### src/rtl/golden_nonce_collector.sv
// -----------------------------------------------------------------------------
// golden_nonce_collector
//
// Reader end of the miner's golden-nonce result interface. Every change of the
// held golden_nonce value is treated as one hit; the hit value is corrected by
// subtracting NONCE_ADJ (mod 2^32) and queued in a small first-word-fall-through
// FIFO. The host drains the FIFO through a valid/ready pop handshake, so
// back-to-back hits survive a slowly polling host.
//
// Ports:
//   clk          in   system clock
//   reset        in   synchronous, active-high reset
//   golden_nonce in   held nonce from the miner; any value change is one hit
//   clear        in   one-cycle pulse: flush FIFO, clear overflow (new work)
//   nonce_out    out  head-of-FIFO corrected nonce (registered)
//   nonce_valid  out  nonce_out holds a valid entry (registered)
//   nonce_ready  in   host accepts nonce_out when nonce_valid && nonce_ready
//   count        out  number of stored entries, 0..DEPTH (registered)
//   overflow     out  sticky: a hit was dropped because the FIFO was full
//   drop_cnt     out  (only with GOLDEN_NONCE_DROP_CNT_EN) saturating count of
//                     dropped hits; overflow then means drop_cnt != 0
//
// Optional build macro: GOLDEN_NONCE_DROP_CNT_EN
// -----------------------------------------------------------------------------
module golden_nonce_collector #(
    parameter int          DEPTH     = 8,
    parameter int          AW        = 3,
    parameter logic [31:0] NONCE_ADJ = 32'd0
) (
    input  logic          clk,
    input  logic          reset,
    input  logic [31:0]   golden_nonce,
    input  logic          clear,
    output logic [31:0]   nonce_out,
    output logic          nonce_valid,
    input  logic          nonce_ready,
    output logic [AW:0]   count,
    output logic          overflow
`ifdef GOLDEN_NONCE_DROP_CNT_EN
    ,
    output logic [15:0]   drop_cnt
`endif
);

    localparam logic [AW:0]   FULL_CNT = (AW + 1)'(DEPTH);
    localparam logic [AW:0]   CNT_ONE  = (AW + 1)'(1);
    localparam logic [AW-1:0] PTR_ONE  = AW'(1);

    logic [31:0]   prev_nonce_q, prev_nonce_d;
    logic [31:0]   mem_q [DEPTH];
    logic [31:0]   mem_d [DEPTH];
    logic [AW-1:0] wr_ptr_q, wr_ptr_d;
    logic [AW-1:0] rd_ptr_q, rd_ptr_d;
    logic [AW:0]   count_q, count_d;
    logic [31:0]   nonce_out_q, nonce_out_d;
    logic          nonce_valid_q, nonce_valid_d;
    logic          overflow_q, overflow_d;
`ifdef GOLDEN_NONCE_DROP_CNT_EN
    logic [15:0]   drop_cnt_q, drop_cnt_d;
`endif

    logic          hit_s;
    logic          full_s;
    logic          pop_s;
    logic          push_s;
    logic          drop_s;
    logic [31:0]   push_data_s;

    // Hit detection, FIFO pointer/count update and next registered outputs.
    always_comb begin
        prev_nonce_d  = golden_nonce;
        mem_d         = mem_q;
        wr_ptr_d      = wr_ptr_q;
        rd_ptr_d      = rd_ptr_q;
        count_d       = count_q;
        nonce_out_d   = nonce_out_q;
        nonce_valid_d = nonce_valid_q;
        overflow_d    = overflow_q;
`ifdef GOLDEN_NONCE_DROP_CNT_EN
        drop_cnt_d    = drop_cnt_q;
`endif

        // A change arriving together with clear belongs to the old work.
        hit_s       = (golden_nonce != prev_nonce_q) && !reset && !clear;
        full_s      = (count_q == FULL_CNT);
        pop_s       = nonce_valid_q && nonce_ready && !clear && !reset;
        // When full, a same-cycle pop frees the slot the hit needs.
        push_s      = hit_s && (!full_s || pop_s);
        drop_s      = hit_s && full_s && !pop_s;
        push_data_s = golden_nonce - NONCE_ADJ;

        if (clear) begin
            wr_ptr_d      = {AW{1'b0}};
            rd_ptr_d      = {AW{1'b0}};
            count_d       = {(AW + 1){1'b0}};
            nonce_out_d   = 32'd0;
            nonce_valid_d = 1'b0;
            overflow_d    = 1'b0;
`ifdef GOLDEN_NONCE_DROP_CNT_EN
            drop_cnt_d    = 16'd0;
`endif
        end else begin
            if (push_s) begin
                mem_d[wr_ptr_q] = push_data_s;
                wr_ptr_d        = wr_ptr_q + PTR_ONE;
            end else begin
                wr_ptr_d = wr_ptr_q;
            end

            if (pop_s) begin
                rd_ptr_d = rd_ptr_q + PTR_ONE;
            end else begin
                rd_ptr_d = rd_ptr_q;
            end

            case ({push_s, pop_s})
                2'b10:   count_d = count_q + CNT_ONE;
                2'b01:   count_d = count_q - CNT_ONE;
                default: count_d = count_q;
            endcase

            // Fall-through: if the new head is the slot being written this
            // cycle, present the incoming data rather than the stale memory.
            if (push_s && (wr_ptr_q == rd_ptr_d)) begin
                nonce_out_d = push_data_s;
            end else begin
                nonce_out_d = mem_q[rd_ptr_d];
            end
            nonce_valid_d = (count_d != {(AW + 1){1'b0}});

`ifdef GOLDEN_NONCE_DROP_CNT_EN
            if (drop_s && (drop_cnt_q != 16'hFFFF)) begin
                drop_cnt_d = drop_cnt_q + 16'd1;
            end else begin
                drop_cnt_d = drop_cnt_q;
            end
            overflow_d = (drop_cnt_d != 16'd0);
`else
            overflow_d = overflow_q | drop_s;
`endif
        end
    end

    // State registers with synchronous reset.
    always_ff @(posedge clk) begin
        if (reset) begin
            prev_nonce_q  <= 32'd0;
            wr_ptr_q      <= {AW{1'b0}};
            rd_ptr_q      <= {AW{1'b0}};
            count_q       <= {(AW + 1){1'b0}};
            nonce_out_q   <= 32'd0;
            nonce_valid_q <= 1'b0;
            overflow_q    <= 1'b0;
`ifdef GOLDEN_NONCE_DROP_CNT_EN
            drop_cnt_q    <= 16'd0;
`endif
            for (int i = 0; i < DEPTH; i++) begin
                mem_q[i] <= 32'd0;
            end
        end else begin
            prev_nonce_q  <= prev_nonce_d;
            wr_ptr_q      <= wr_ptr_d;
            rd_ptr_q      <= rd_ptr_d;
            count_q       <= count_d;
            nonce_out_q   <= nonce_out_d;
            nonce_valid_q <= nonce_valid_d;
            overflow_q    <= overflow_d;
`ifdef GOLDEN_NONCE_DROP_CNT_EN
            drop_cnt_q    <= drop_cnt_d;
`endif
            mem_q         <= mem_d;
        end
    end

    assign nonce_out   = nonce_out_q;
    assign nonce_valid = nonce_valid_q;
    assign count       = count_q;
    assign overflow    = overflow_q;
`ifdef GOLDEN_NONCE_DROP_CNT_EN
    assign drop_cnt    = drop_cnt_q;
`endif

endmodule

### config.mk
export PLATFORM = sky130hd
export DESIGN_NAME = golden_nonce_collector
export DESIGN_NICKNAME = d
export VERILOG_FILES = /design/src/rtl/golden_nonce_collector.sv
export SDC_FILE = /design/constraint.sdc
export NUM_CORES = 1
export LEC_CHECK = 0
export BUFFER_PORTS_ARGS = -buffer_cell sky130_fd_sc_hd__buf_2
export CORE_UTILIZATION = 61
export CTS_CLUSTER_SIZE = 10
export DETAILED_ROUTE_END_ITERATION = 6
export PLACE_DENSITY = 0.8
export SETUP_SLACK_MARGIN = 0.05
export SLEW_MARGIN = 10
export SYNTH_ARGS = -nofsm -noshare
export SYNTH_HDL_FRONTEND = slang
export SYNTH_SLANG_ARGS = --single-unit
### constraint.sdc
create_clock -name clk -period 3.7 [get_ports clk]
set_clock_uncertainty 0.1 [all_clocks]
set_input_delay 0.37 -clock clk [delete_from_list [all_inputs] [get_ports clk]]
set_output_delay 0.37 -clock clk [all_outputs]
set_load 0.01 [all_outputs]
==> summary.txt, run 1 <==
Timing
  • Unrepaired setup endpoints after global routing: false
  • Hold WS: 0.0888 ns
  • # setup viols final: 0
  • Slew HR: 22.2%
  • Final Hold Vio Count: 0
  • Final Max Slew Viols: 0
  • Final min period: 3.41 ns
  • Final Cycle Share: 92.3%
  • Max Fclk: 293 MHz
  • Worst slew pin tran: 1.17 ns

Synthesis
  • Distinct cells, synth: 38
  • Synth Net Count: 1,741
  • Synth cell count leaders: nand2_1 (483), dfxtp_1 (332), a21oi_1 (165), mux2i_1 (161), nor2_1 (148)
  • Register bit total from synthesis: 332
  • Mapped Area: 14,000 um^2
  • Synth Area in Adders: 0.589%
  • Prevailing post-synth register cell: dfxtp_1
  • Simple-gate area share of the yosys netlist: 24.5%
  • Top cell type's share of synthesized area: 47.4%
  • EDFF count, synth: 0
  • Mean post-synth cell area: 8.25 um^2
  • Post-synthesis mux area share: 11.6%
  • Sequential fraction of the synthesis area: 47.4%
  • Gate Count Post-Synth: 1,699
  • Most frequent cell after synthesis: nand2_1
  • Synth area leader: dfxtp_1
  • Compound-Gate Fraction of Synth Area: 8.25%
  • Main combinational cell family by area after synthesis: simple AND/OR/NAND/NOR gates
  • Yosys warnings: 0
  • Async SR Flop Fraction: 0%
  • Post-Synth XOR/XNOR Area: 2.80%
  • Largest cells by area after synthesis: dfxtp_1 (47%), nand2_1 (13%), mux2i_1 (12%), a21oi_1 (5.9%), nor2_1 (4.0%)

Power and ir drop
  • Power per Cell Area: 466 nW/um^2
  • Total power draw: 7400 uW
  • Maximum vdd ir drop: 0.342 mV
  • LEAKAGE: 0.00676 uW

Placement
  • RePlAce Congestion: 0.822
  • Placed Cells: 1,967
  • IO Port Bufs: 73
  • Area after DPL: 14,800 um^2
  • DP HPWL: 22,200 um

Die
  • # rows: 55
  • Die Y: 154 um
  • Die W: 154 um
  • Core ar.: 22,600 um^2
  • Die area: 23,600 um^2
  • Initial Utilization: 62.1%
  • I/O pin cnt: 74

Routing
  • Vias: 12.2k
  • DRT Wirelength: 38,900 um
  • Per-cell routed wire length: 19.3 um
  • Initial DRC count: 1,144
  • Pre-antenna DRT Iters: 5
  • Vias per cell: 6.04
  • Routed Antenna Nets: 0
  • Residual DRC: 0

Finish
  • Area of the multi-input gates: 6810 um^2
  • Layout Cells excl Fill: 2,013
  • Layout cell share with drive strength beyond 1: 11.9%
  • N_diodes: 0
  • # nets final: 1,765
  • Final Util: 70.4%
  • Storage cell area: 6650 um^2
  • Finished Cell Area: 15,900 um^2
  • Layout area overhead: 13.4%
  • # fillers: 1,734

Critical path
  • CP arrival: 3.70 ns
  • Critical R2R Launch: prev_nonce_q[2]
  • Flop-to-flop setup slack: 0.29 ns
  • Crit Reg-Reg Endpoint: nonce_valid
  • Crit. End Element: flop
  • CP Launch Type: flop
  • Critical Path Source: prev_nonce_q[2]
  • R2R depth: 12
  • Crit-path max FO: 3
  • Worst path required time: 3.99 ns
  • CP Class: flop to flop

Global routing
  • Initial antenna violation count: 0
  • First-pass GRT wire length: 61,500 um
  • Vias in the first global route: 11.7k
  • GRT Util Overall: 32.7%
  • Pin count of the biggest net entering global routing: 130
  • GR Overflow Total: 0

Clock tree
  • Reg clk slew, reported paths: 0.05 ns
  • Htree depth: 2
  • Clk sinks: 332
  • Root Buffer: clkbuf_16
  • CTS Hold Bufs: 0
  • Post-CTS Setup Inserts: 0
  • Num CTS Buffers: 39
  • Clk buf depth: 3
  • TritonCTS clock tree: yes
  • Worst skew pair latency: 0.53 ns

Hold path
  • Hold Path Origin: golden_nonce[23]
  • WHS Endpoint: mem_q[23]
  • Hold Crit Class: primary input to flop
  • Hold path cells: 3

Run
  • MaxCap Viol Count: 0

Outcome
  • Status: completed
-- timing repair --
action	in CTS	in global routing
endpoints found under the setup margin	1	1
gates resized for setup	2	2
gates cloned	0	0
-- state kept, by name (all words and copies together) (netlist names) --
signal        cells
wr_ptr_q          3
rd_ptr_q          3
prev_nonce_q     32
nonce_valid       1
nonce_out        32
mem_q           256
count             4
overflow          1
-- layout make-up --
class / instances / area share [%]
clock buffer: 44 / 6.53
clock inverter: 2 / 0.173
inverter: 5 / 0.118
multi-input combinational: 1204 / 42.8
sequential: 332 / 41.8
tap: 285 / 2.24
timing repair buffer: 141 / 6.28
-- cell usage in the layout (no fill, tap or decap), types with 2 or more instances in the layout --
| master | n |
|---|---|
| a21oi_1 | 165 |
| a32oi_1 | 32 |
| and4_1 | 2 |
| buf_12 | 9 |
| buf_2 | 72 |
| buf_4 | 59 |
| clkbuf_1 | 3 |
| clkbuf_16 | 41 |
| dfxtp_1 | 332 |
| ha_1 | 5 |
| inv_1 | 4 |
| mux2i_1 | 161 |
| nand2_1 | 483 |
| nand3_1 | 33 |
| nand3_2 | 2 |
| nand4_1 | 35 |
| nand4b_1 | 32 |
| nor2_1 | 145 |
| nor2_2 | 3 |
| nor2b_1 | 32 |
| nor2b_2 | 2 |
| nor4_1 | 7 |
| nor4_4 | 4 |
| o211ai_2 | 2 |
| or2_1 | 2 |
| or3_1 | 2 |
| or4_1 | 2 |
| xnor2_1 | 5 |
| xor2_1 | 35 |
-- stage by stage --
stage                     setup WS [ns]  TNS [ns]
after global routing             0.0953         0
after CTS                         0.161         0
after detailed placement         -0.278    -0.278
after floorplan                   0.587         0
after global placement           -0.116    -0.116
final                             0.287         0
-- power by group --
group	leakage, uW	internal [uW]	switching (uW)
combinational	0.00355	141	266
clock	0.000519	1960	1380
sequential	0.00269	3630	23.7
total	0.00676	5740	1670
-- worst max-delay path by stage --
stage	cells after the start	slack (ns)	endpoint
finish	12	0.29	nonce_valid
global route	12	0.1	nonce_valid
CTS	12	0.16	nonce_valid
detailed placement	13	-0.28	nonce_valid
global placement	13	-0.12	nonce_valid
floorplan	12	0.59	nonce_valid
-- per-layer routing --
metal  vias up  global-route usage (%)  wire [um]
li1       5658                       -          -
met1      5745                    42.8      15600
met2       641                    53.6      18300
met3       110                    4.71       3580
met4         0                    14.8       1410
met5         -                       0          0
-- worst max-delay path, stage by stage, from the launching register on --
cell and delay (ns):
dfxtp_1 0.30, xor2_1 0.22, nor4_4 0.40, nand4_1 0.28
o211ai_2 0.28, ha_1 0.23, inv_1 0.09, fa_1 0.39
xor2_1 0.16, nor2_1 0.05, a21oi_1 0.14, nor2_1 0.08
or4_1 0.55
-- logic make-up after synthesis --
kind of cell,Yosys count
mux,162
fa+ha+maj,6
compound gates,202
xor+xnor,43
simple gates,791
flops,332
buf+inv,163
Power figures use the tool's default switching activity.
==> run 2, diff against run 1 <==
Settings changed: CELL_PAD_IN_SITES_DETAIL_PLACEMENT set to 0, CELL_PAD_IN_SITES_GLOBAL_PLACEMENT set to 1, CORE_UTILIZATION 61 to 46, PLACE_DENSITY 0.8 to unset, PLACE_DENSITY_LB_ADDON set to 0.1, SKIP_CTS_REPAIR_TIMING set to 1.
==> run 2 against run 1 <==
Total power is 0.56% higher. Utilization is 17 points lower. Final cell count is 5.6% higher. Worst hold slack worse by 0.031 ns. First-iteration DRC count is 15% lower. Routed wire length is 6.4% higher. Register-to-register slack hardly changed. Via count is 4.4% lower. Sequential power hardly changed. Flip-flop and latch count stayed put. Clock power is 1% higher. Critical endpoint is now nonce_out[13]. Largest cell class unchanged.
==> summary.txt, run 2 (synthesized netlist as in run 1, its figures left out) <==
Clock tree
  • Clk buf depth: 3 (unchanged)
  • Num CTS Buffers: 39 (unchanged)
  • Reg clk slew, reported paths: 0.05 ns (about the same)
  • Worst skew pair latency: 0.53 ns (about the same)
  • TritonCTS clock tree: yes (unchanged)
  • Clk sinks: 332 (unchanged)
  • Htree depth: 2 (unchanged)
  • Root Buffer: clkbuf_16 (unchanged)

Power and ir drop
  • LEAKAGE: 0.00677 uW (was 0.00676 uW)
  • Total power draw: 7440 uW (was 7400 uW)
  • Maximum vdd ir drop: 0.302 mV (was 0.342 mV)
  • Power per Cell Area: 465 nW/um^2 (was 466 nW/um^2)

Critical path
  • CP Class: flop to flop (unchanged)
  • WP buf/inv: 1 (unchanged)
  • Slowest-stage cell, CP: nor2b_4 (was or4_1)
  • CP arrival: 3.71 ns (was 3.70 ns)
  • Critical R2R Launch: nonce_valid (was prev_nonce_q[2])
  • Crit-path max FO: 32 (was 3)
  • CP Launch Type: flop (unchanged)
  • Worst path required time: 4.00 ns (was 3.99 ns)
  • CP max stage delay: 1.12 ns (was 0.55 ns)
  • Critical Path Source: nonce_valid (was prev_nonce_q[2])
  • Critical Path, Cell by Cell: nor4bb_2, buf_4, xnor2_4, nor2b_4, a32oi_1, nand4b_1, a21oi_1 (was xor2_1, nor4_4, nand4_1, o211ai_2, ha_1, inv_1, fa_1, xor2_1, nor2_1, a21oi_1, nor2_1, or4_1)
  • Crit. End Element: flop (unchanged)
  • Delay-heaviest family, CP: simple AND/OR/NAND/NOR gates (unchanged)

Placement
  • RePlAce Congestion: 0.764 (was 0.822)
  • DP HPWL: 24,100 um (was 22,200 um)
  • IO Port Bufs: 73 (unchanged)
  • Area after DPL: 15,000 um^2 (was 14,800 um^2)
  • Placed Cells: 2,078 (was 1,967)

Finish
  • Finished Cell Area: 16,000 um^2 (was 15,900 um^2)
  • # fillers: 2,821 (was 1,734)
  • Most flops, register: mem_q (unchanged)
  • Layout cell share with drive strength beyond 1: 12.0% (was 11.9%)
  • N_diodes: 0 (unchanged)
  • Most frequent cells in the layout: nand2_1 (483), dfxtp_1 (332), a21oi_1 (165), mux2i_1 (161), nor2_1 (145) (unchanged)
  • Area of the multi-input gates: 6800 um^2 (was 6810 um^2)
  • Largest register FFs: 256 (unchanged)
  • Storage cell area: 6650 um^2 (unchanged)
  • Final Util: 53.8% (was 70.4%)
  • Layout area overhead: 14.4% (was 13.4%)
  • Layout Cells excl Fill: 2,126 (was 2,013)
  • # nets final: 1,771 (was 1,765)
  • Most common cell after layout, fill and taps aside: nand2_1 (unchanged)

Routing
  • Residual DRC: 0 (unchanged)
  • Initial DRC count: 973 (was 1,144)
  • Pre-antenna DRT Iters: 7 (was 5)
  • DRT Wirelength: 41,400 um (was 38,900 um)
  • Per-cell routed wire length: 19.5 um (was 19.3 um)
  • Vias per cell: 5.47 (was 6.04)
  • Vias: 11.6k (was 12.2k)
  • Routed Antenna Nets: 0 (unchanged)

Timing
  • Final Hold Vio Count: 0 (unchanged)
  • Unrepaired setup endpoints after global routing: false (unchanged)
  • Max Fclk: 293 MHz (about the same)
  • Final Max Slew Viols: 0 (unchanged)
  • Slew HR: 19.2% (was 22.2%)
  • Worst slew pin tran: 1.21 ns (was 1.17 ns)
  • Final min period: 3.41 ns (about the same)
  • # setup viols final: 0 (unchanged)
  • Post-route setup TNS: 0 ns (unchanged)
  • Final Cycle Share: 92.2% (was 92.3%)

Global routing
  • GR Overflow Total: 0 (unchanged)
  • Initial antenna violation count: 0 (unchanged)
  • Pin count of the biggest net entering global routing: 130 (unchanged)
  • First-pass GRT wire length: 64,000 um (was 61,500 um)
  • Vias in the first global route: 10.9k (was 11.7k)
  • GRT Util Overall: 26.6% (was 32.7%)

Die
  • Die area: 31,200 um^2 (was 23,600 um^2)
  • Die Y: 177 um (was 154 um)
  • # rows: 63 (was 55)
  • Core ar.: 29,800 um^2 (was 22,600 um^2)
  • Die W: 177 um (was 154 um)
  • Initial Utilization: 47.0% (was 62.1%)
  • I/O pin cnt: 74 (unchanged)

Hold path
  • Hold Crit Class: primary input to flop (unchanged)
  • Hold Path Origin: golden_nonce[8] (was golden_nonce[23])

Run
  • MaxCap Viol Count: 0 (unchanged)

Outcome
  • Status: completed (unchanged)
-- run 2: changes by cell type in the layout (fill, tap and decap cells not counted), sizes merged --
cell / before / now
clkbuf: 45 / 49
inv: 6 / 5
buf: 140 / 146
clkinvlp: 1 / 0
-- run 2: final timing paths --
kind              endpoint  cells after the start  slack, ns
max          nonce_out[13]                      7       0.29
min               mem_q[8]                      3       0.06
max reg2reg  nonce_out[13]                      7       0.29
min reg2reg      mem_q[13]                      2       0.35
-- run 2: tightest hold or removal path, delay by kind of cell --
kind | cells | cell delay [ns]
and+or+nand+nor | 1 | 0.06
AOI/OAI and AO/OA | 1 | 0.05
buffers and inverters | 1 | 0.14
-- run 2: area by class of cell --
cell class / count / share of cell area [%]
clock buffer: 48 / 6.63
inverter: 5 / 0.117
multi-input combinational: 1204 / 42.4
sequential: 332 / 41.5
tap: 390 / 3.05
timing repair buffer: 147 / 6.27
-- run 2: per-stage QoR --
step	setup slack (ns)	hold slack, ns
2_1_floorplan	0.587	0.336
5_1_grt	0.0638	0.0642
3_5_place_dp	0.106	0.346
3_3_place_gp	0.101	0.341
6_report	0.289	0.0577
4_1_cts	0.325	0.0454
-- run 2: power by group --
group | internal, uW | switching (uW)
Combinational | 147 | 264
Sequential | 3630 | 22.7
Clock | 1980 | 1400
Total | 5760 | 1690
-- run 2: metal layers --
metal / up-vias / wire (um) / global-route usage (%)
li1: 5682 / - / -
met1: 5557 / 19700 / 37.7
met2: 333 / 19000 / 42.8
met3: 49 / 2060 / 3.75
met4: 0 / 607 / 5.57
met5: - / 0 / 0
